$ cat src/rtl/vigna_icache_wt_pkg.sv
// rtl/vigna_icache_wt_pkg.sv - shared constants and helpers for the vigna write-through cache
// Purpose: FSM state encodings, default MMIO boundary and a byte-enable mask helper.
// Ports: none (package).
package vigna_icache_wt_pkg;

   localparam logic [1:0] ST_IDLE   = 2'd0;
   localparam logic [1:0] ST_LOOKUP = 2'd1;
   localparam logic [1:0] ST_MEM    = 2'd2;
   localparam logic [1:0] ST_RESP   = 2'd3;

   localparam logic [31:0] DEFAULT_UNCACHED_BASE = 32'h8000_0000;

   // Expand a 4-bit byte enable into a 32-bit bit mask.
   function automatic logic [31:0] byte_mask(input logic [3:0] be);
      logic [31:0] m;
      m = 32'h0;
      for (int b = 0; b < 4; b++) begin
         m[b*8 +: 8] = {8{be[b]}};
      end
      return m;
   endfunction

endpackage

$ cat src/rtl/vigna_icache_wt_line_store.sv
// rtl/vigna_icache_wt_line_store.sv - valid/tag/data arrays of the direct-mapped cache
// Purpose: per-line storage with a combinational read port and one write port.
// Ports:
//   clk         in   clock
//   i_clear     in   synchronous clear of every valid bit (wins over a same-cycle fill)
//   i_rd_index  in   read index; o_rd_valid/o_rd_tag/o_rd_data follow combinationally
//   i_wr_en     in   write strobe
//   i_wr_fill   in   1 = refill (set valid, tag, whole word); 0 = byte merge into data only
//   i_wr_index  in   write index
//   i_wr_tag    in   tag written on refill
//   i_wr_data   in   write data
//   i_wr_be     in   byte enables used in merge mode
module vigna_icache_wt_line_store
   import vigna_icache_wt_pkg::*;
#(
   parameter int LINES = 16,
   localparam int INDEX_BITS = $clog2(LINES),
   localparam int TAG_BITS = 30 - INDEX_BITS
) (
   input  logic                  clk,
   input  logic                  i_clear,
   input  logic [INDEX_BITS-1:0] i_rd_index,
   output logic                  o_rd_valid,
   output logic [TAG_BITS-1:0]   o_rd_tag,
   output logic [31:0]           o_rd_data,
   input  logic                  i_wr_en,
   input  logic                  i_wr_fill,
   input  logic [INDEX_BITS-1:0] i_wr_index,
   input  logic [TAG_BITS-1:0]   i_wr_tag,
   input  logic [31:0]           i_wr_data,
   input  logic [3:0]            i_wr_be
);

   logic [LINES-1:0]    r_valid;
   logic [TAG_BITS-1:0] r_tag  [LINES];
   logic [31:0]         r_data [LINES];
   logic [31:0]         w_mask;

   assign w_mask = byte_mask(i_wr_fill ? 4'hF : i_wr_be);

   // Clear has priority so a flush landing on a refill edge still leaves the line invalid.
   always_ff @(posedge clk) begin
      if (i_clear) begin
         r_valid <= '0;
      end else if (i_wr_en && i_wr_fill) begin
         r_valid[i_wr_index] <= 1'b1;
      end
   end

   always_ff @(posedge clk) begin
      if (i_wr_en && i_wr_fill) begin
         r_tag[i_wr_index] <= i_wr_tag;
      end
      if (i_wr_en) begin
         r_data[i_wr_index] <= (r_data[i_wr_index] & ~w_mask) | (i_wr_data & w_mask);
      end
   end

   assign o_rd_valid = r_valid[i_rd_index];
   assign o_rd_tag   = r_tag[i_rd_index];
   assign o_rd_data  = r_data[i_rd_index];

endmodule

$ cat src/rtl/vigna_icache_wt.sv
// rtl/vigna_icache_wt.sv - direct-mapped word-line write-through cache for the vigna bus
// Purpose: 1-cycle read hits, single-word refill on miss, write-through without allocate,
//          MMIO (>= UNCACHED_BASE) passed straight to memory.
// Ports:
//   clk, reset               clock; synchronous active-high reset
//   flush                    1-cycle pulse, invalidates all lines (deferred to IDLE if busy)
//   s_valid/s_ready          CPU request / 1-cycle completion pulse
//   s_addr/s_wdata/s_wstrb   CPU byte address, write data, byte enables (0 = read)
//   s_rdata                  read data, valid with s_ready
//   m_valid/m_ready          registered memory request / memory completion pulse
//   m_addr/m_wdata/m_wstrb   word-aligned address, write data, byte enables (0 = read)
//   m_rdata                  memory read data, valid with m_ready
module vigna_icache_wt
   import vigna_icache_wt_pkg::*;
#(
   parameter int          LINES         = 16,
   parameter logic [31:0] UNCACHED_BASE = DEFAULT_UNCACHED_BASE
) (
   input  logic        clk,
   input  logic        reset,
   input  logic        flush,
   input  logic        s_valid,
   output logic        s_ready,
   input  logic [31:0] s_addr,
   input  logic [31:0] s_wdata,
   input  logic [3:0]  s_wstrb,
   output logic [31:0] s_rdata,
   output logic        m_valid,
   input  logic        m_ready,
   output logic [31:0] m_addr,
   output logic [31:0] m_wdata,
   output logic [3:0]  m_wstrb,
   input  logic [31:0] m_rdata
);

   localparam int INDEX_BITS = $clog2(LINES);
   localparam int TAG_BITS   = 30 - INDEX_BITS;

   logic [1:0]  r_state;
   logic [29:0] r_word;
   logic [31:0] r_wdata;
   logic [3:0]  r_wstrb;
   logic        r_flush_pend;
   logic        r_s_ready;
   logic [31:0] r_s_rdata;
   logic        r_m_valid;
   logic [31:0] r_m_addr;
   logic [31:0] r_m_wdata;
   logic [3:0]  r_m_wstrb;

   logic [INDEX_BITS-1:0] w_index;
   logic [TAG_BITS-1:0]   w_tag;
   logic                  w_line_valid;
   logic [TAG_BITS-1:0]   w_line_tag;
   logic [31:0]           w_line_data;
   logic                  w_uncached;
   logic                  w_is_read;
   logic                  w_hit;
   logic                  w_flush_apply;
   logic                  w_accept;
   logic                  w_mem_done;
   logic                  w_wr_en;
   logic                  w_unused_addr_lsbs;

   assign w_unused_addr_lsbs = ^s_addr[1:0];

   assign w_index    = r_word[INDEX_BITS-1:0];
   assign w_tag      = r_word[29:INDEX_BITS];
   assign w_uncached = ({r_word, 2'b00} >= UNCACHED_BASE);
   assign w_is_read  = (r_wstrb == 4'h0);
   assign w_hit      = w_line_valid && (w_line_tag == w_tag) && !w_uncached;

   // A pending or fresh flush is applied in IDLE and costs that cycle's accept.
   assign w_flush_apply = (r_state == ST_IDLE) && (flush || r_flush_pend);
   // While the hit-path s_ready pulse is out, the CPU is still presenting the old request.
   assign w_accept   = (r_state == ST_IDLE) && s_valid && !r_s_ready && !w_flush_apply;
   assign w_mem_done = (r_state == ST_MEM) && m_ready;
   // Only cached reads refill and cached write hits merge; write misses and MMIO leave lines alone.
   assign w_wr_en    = w_mem_done && !w_uncached && (w_is_read || w_hit);

   vigna_icache_wt_line_store #(.LINES(LINES)) u_store (
      .clk        (clk),
      .i_clear    (reset | w_flush_apply),
      .i_rd_index (w_index),
      .o_rd_valid (w_line_valid),
      .o_rd_tag   (w_line_tag),
      .o_rd_data  (w_line_data),
      .i_wr_en    (w_wr_en),
      .i_wr_fill  (w_is_read),
      .i_wr_index (w_index),
      .i_wr_tag   (w_tag),
      .i_wr_data  (w_is_read ? m_rdata : r_wdata),
      .i_wr_be    (r_wstrb)
   );

   always_ff @(posedge clk) begin
      if (reset) begin
         r_state      <= ST_IDLE;
         r_word       <= '0;
         r_wdata      <= '0;
         r_wstrb      <= '0;
         r_flush_pend <= 1'b0;
         r_s_ready    <= 1'b0;
         r_s_rdata    <= '0;
         r_m_valid    <= 1'b0;
         r_m_addr     <= '0;
         r_m_wdata    <= '0;
         r_m_wstrb    <= '0;
      end else begin
         if (w_flush_apply) begin
            r_flush_pend <= 1'b0;
         end else if (flush) begin
            r_flush_pend <= 1'b1;
         end

         case (r_state)
            ST_IDLE: begin
               r_s_ready <= 1'b0;
               if (w_accept) begin
                  r_word  <= s_addr[31:2];
                  r_wdata <= s_wdata;
                  r_wstrb <= s_wstrb;
                  r_state <= ST_LOOKUP;
               end
            end
            ST_LOOKUP: begin
               if (w_is_read && w_hit) begin
                  r_s_ready <= 1'b1;
                  r_s_rdata <= w_line_data;
                  r_state   <= ST_IDLE;
               end else begin
                  r_m_valid <= 1'b1;
                  r_m_addr  <= {r_word, 2'b00};
                  r_m_wdata <= r_wdata;
                  r_m_wstrb <= r_wstrb;
                  r_state   <= ST_MEM;
               end
            end
            ST_MEM: begin
               if (m_ready) begin
                  r_m_valid <= 1'b0;
                  r_s_ready <= 1'b1;
                  r_s_rdata <= w_is_read ? m_rdata : 32'h0;
                  r_state   <= ST_RESP;
               end
            end
            default: begin
               r_s_ready <= 1'b0;
               r_state   <= ST_IDLE;
            end
         endcase
      end
   end

   assign s_ready = r_s_ready;
   assign s_rdata = r_s_rdata;
   assign m_valid = r_m_valid;
   assign m_addr  = r_m_addr;
   assign m_wdata = r_m_wdata;
   assign m_wstrb = r_m_wstrb;

endmodule
$ cat config.mk
export PLATFORM = sky130hd
export DESIGN_NAME = vigna_icache_wt
export DESIGN_NICKNAME = d
export VERILOG_FILES = /design/src/rtl/vigna_icache_wt_pkg.sv /design/src/rtl/vigna_icache_wt_line_store.sv /design/src/rtl/vigna_icache_wt.sv
export SDC_FILE = /design/constraint.sdc
export NUM_CORES = 1
export LEC_CHECK = 0
export BUFFER_PORTS_ARGS = -buffer_cell sky130_fd_sc_hd__buf_2
export CAP_MARGIN = 25
export CORE_UTILIZATION = 46
export CTS_CLUSTER_SIZE = 28
export DETAILED_ROUTE_END_ITERATION = 7
export PLACE_DENSITY = 0.68
export SLEW_MARGIN = 20
export SYNTH_ARGS = -nofsm -noshare
export SYNTH_HDL_FRONTEND = slang
export SYNTH_SLANG_ARGS = --single-unit
$ cat constraint.sdc
create_clock -name clk -period 15.18 [get_ports clk]
set_input_delay 3.036 -clock clk [delete_from_list [all_inputs] [get_ports clk]]
set_output_delay 3.036 -clock clk [all_outputs]
set_load 0.005 [all_outputs]
==> results.toml <==
[placed_design]
port_buffers = 202
place_area_um2 = 46200
hpwl_mm = 60.4
dp_cells = 3824
gp_congestion = 0.778

[clock_tree]
cts_sinks = 1117
cts_buffer_depth = 3
h-tree-depth = 3
clk_latency_ns = 0.69
cts_tree = "done"
path_clk_slew_ns = 0.06
cts_hold_buf = 0
cts_resized = 0
cts_setup_buffers = 0
cts-root-buf = "clkbuf_16"
cts-buffers-inserted = 109

[synthesis]
synth-edff-count = 928
ys_seq_elements = 1117
async_flop_share_pct = 0
synth.largest_area_cell = "edfxtp_1"
netlist.area_leader.share_pct = 63.8
yosysUniqueCellTypes = 60
synth_area_leaders = "edfxtp_1 64%, mux4_2 13%, dfxtp_1 8.7%"
synth_area_per_cell_um2 = 17.7
ys_warn_count = 0
netlist_instances = 2469
syn-cell-area_um2 = 43700
synth_ff_type = "edfxtp_1"
yosysSeqAreaShare_pct = 72.4

[final_layout]
area_growth_pct = 14.2
drive_above_1_share_pct = 26.9
final_nets = 2793
layout.cells.non_filler = 4036
design_area_um2 = 49900
final_common_cell = "edfxtp_1"
mostFrequentLayoutCells = "928 x edfxtp_1, 256 x mux4_2, 212 x nand2_1, 201 x buf_2, 185 x dfxtp_1"

[drt]
vias_per_cell = 6.03
dr.pass1.iters = 7
antenna_left = 0
wirelength_mm = 109
vias = 24300
drc = 0
first_iter_violations = 2957
routedWlPerCell_um = 27.1

[timing]
skew_ns = 0.0286
finalCritPeriodShare_pct = 45.0
hold_viol = 0
worstMarginPinSlew_ns = 1.05
slew-limit-headroom_pct = 30.2
hold_ws_ns = 0.468
period_minus_slack_ns = 6.83
drv_slew = 0
finalSetupTns_ns = 0
fmax_mhz = 146
setup_violations = 0
grt_setup_unrepaired = "no"

[grt]
grt_pass1_wl_mm = 160
grt_use_total_pct = 22.9
grt_max_degree = 131
grt-ovfl-total = 0
grt_pass1_vias = 24900
antenna_found_initial = 4

[worst_setup_path]
r2r-end = "s_rdata[26]"
path_class = "reg -> reg"
end_kind = "flop"
rr_worst_depth = 14
start_kind = "flop"
cp.required_ns = 15.79
r2r_setup_slack_ns = 8.35
critPathArrivalTime_ns = 7.44
cp_max_fo = 113

[run_status]
outcome = "finished clean"

[hold_path]
hp-class = "reg -> reg"
holdPathStages = 1
min_from = "u_store.r_valid[12]"
hold_end = "u_store.r_valid[12]"

[power_and_ir_drop]
power-per-cell-area_nw_per_um2 = 150
p_leak_nw = 16.2
fin_total_pwr_w = 0.00749
peakVddDrop_mv = 0.103

[floorplanning]
initial_core_util_pct = 46.6
die_area_um2 = 96200
die_h_um = 310
die_w_um = 310
ioPinCount = 207
num_rows = 112
coreArea_um2 = 93700

[job]
maxCapViolCount = 0
## report_power, final
group | internal [W] | leakage, nW | switching, W
Combinational | 0.000397 | 4.49 | 0.000685
Sequential | 0.00358 | 9.99 | 0.000129
Clock | 0.00156 | 1.74 | 0.00114
## area by class of cell
class | instances | area [um^2]
antenna | 3 | 7.51
timing repair buffer | 270 | 1590
clock buffer | 154 | 3060
tap | 1254 | 1570
multi-input combinational | 1182 | 11400
clock inverter | 52 | 549
sequential | 1117 | 31700
fill | 7285 | 43800
inverter | 4 | 15.0
## worst max-delay path, cell delays in order, from the launching register on
cell and delay (ns):
dfxtp_4 0.93, buf_12 0.71, buf_4 0.55, buf_12 0.31
mux4_2 0.55, mux2i_1 0.16, mux2_2 0.37, or3b_2 0.48
nand4_1 0.16, or4_1 0.24, nor4_4 0.06, buf_4 0.35
o21ai_4 0.82, buf_4 0.53, mux2i_1 0.25
## logic make-up after synthesis
family	share of synthesized area, %
buf+inv	1.92
xor+xnor	0.601
mux	15.3
compound gates	4.64
flops	72.4
other cells	0.00858
simple gates	4.99
fa+ha+maj	0.115
## sequential cells by signal (all words and copies together), names as in the netlist, named ones only
register	count
m_addr	30
m_valid	1
m_wdata	32
m_wstrb	4
r_flush_pend	1
r_state	2
r_wdata	32
r_word	30
r_wstrb	4
s_rdata	32
s_ready	1
u_store.r_data	512
u_store.r_tag	416
u_store.r_valid	16
## per-stage QoR
stage	setup slack, ns	utilization, %
4_1_cts	8.19	53.2
6_report	8.35	53.2
3_5_place_dp	8.18	49.3
3_3_place_gp	8.30	49.3
5_1_grt	7.91	53.2
2_1_floorplan	8.22	-
## worst max path at each step
stage,startpoint,to,slack [ns],depth (start not counted)
2_1_floorplan,m_ready,u_store.r_data[0][0],8.22,4
3_3_place_gp,flop,s_rdata[17],8.30,13
3_5_place_dp,flop,s_rdata[26],8.18,13
4_1_cts,flop,s_rdata[26],8.19,13
5_1_grt,flop,s_rdata[26],7.91,14
6_report,flop,s_rdata[26],8.35,14
## cells in the mapped netlist (all sizes together) (2+ instances only)
cell and count:
a211o 33, a211oi 3, a21oi 143, a221oi 4, a22o 2, a22oi 44, and2 2, and3 3
buf 72, clkbuf 95, dfxtp 189, edfxtp 928, ha 4, inv 4, mux2 14, mux2i 76
mux4 256, nand2 212, nand2b 43, nand3 70, nand4 5, nor2 71, nor2b 13, nor3 21
nor4 10, o21a 16, o21ai 73, o22ai 8, or2 2, or4 4, xnor2 16, xor2 14
## layer usage
| layer | wire (um) | track usage [%] |
|---|---|---|
| met1 | 43300 | 30.6 |
| met2 | 53300 | 37.9 |
| met5 | 13 | 0 |
| met3 | 9750 | 4.45 |
| met4 | 3170 | 7.26 |
Note: power is estimated with default switching activity, not from simulation.
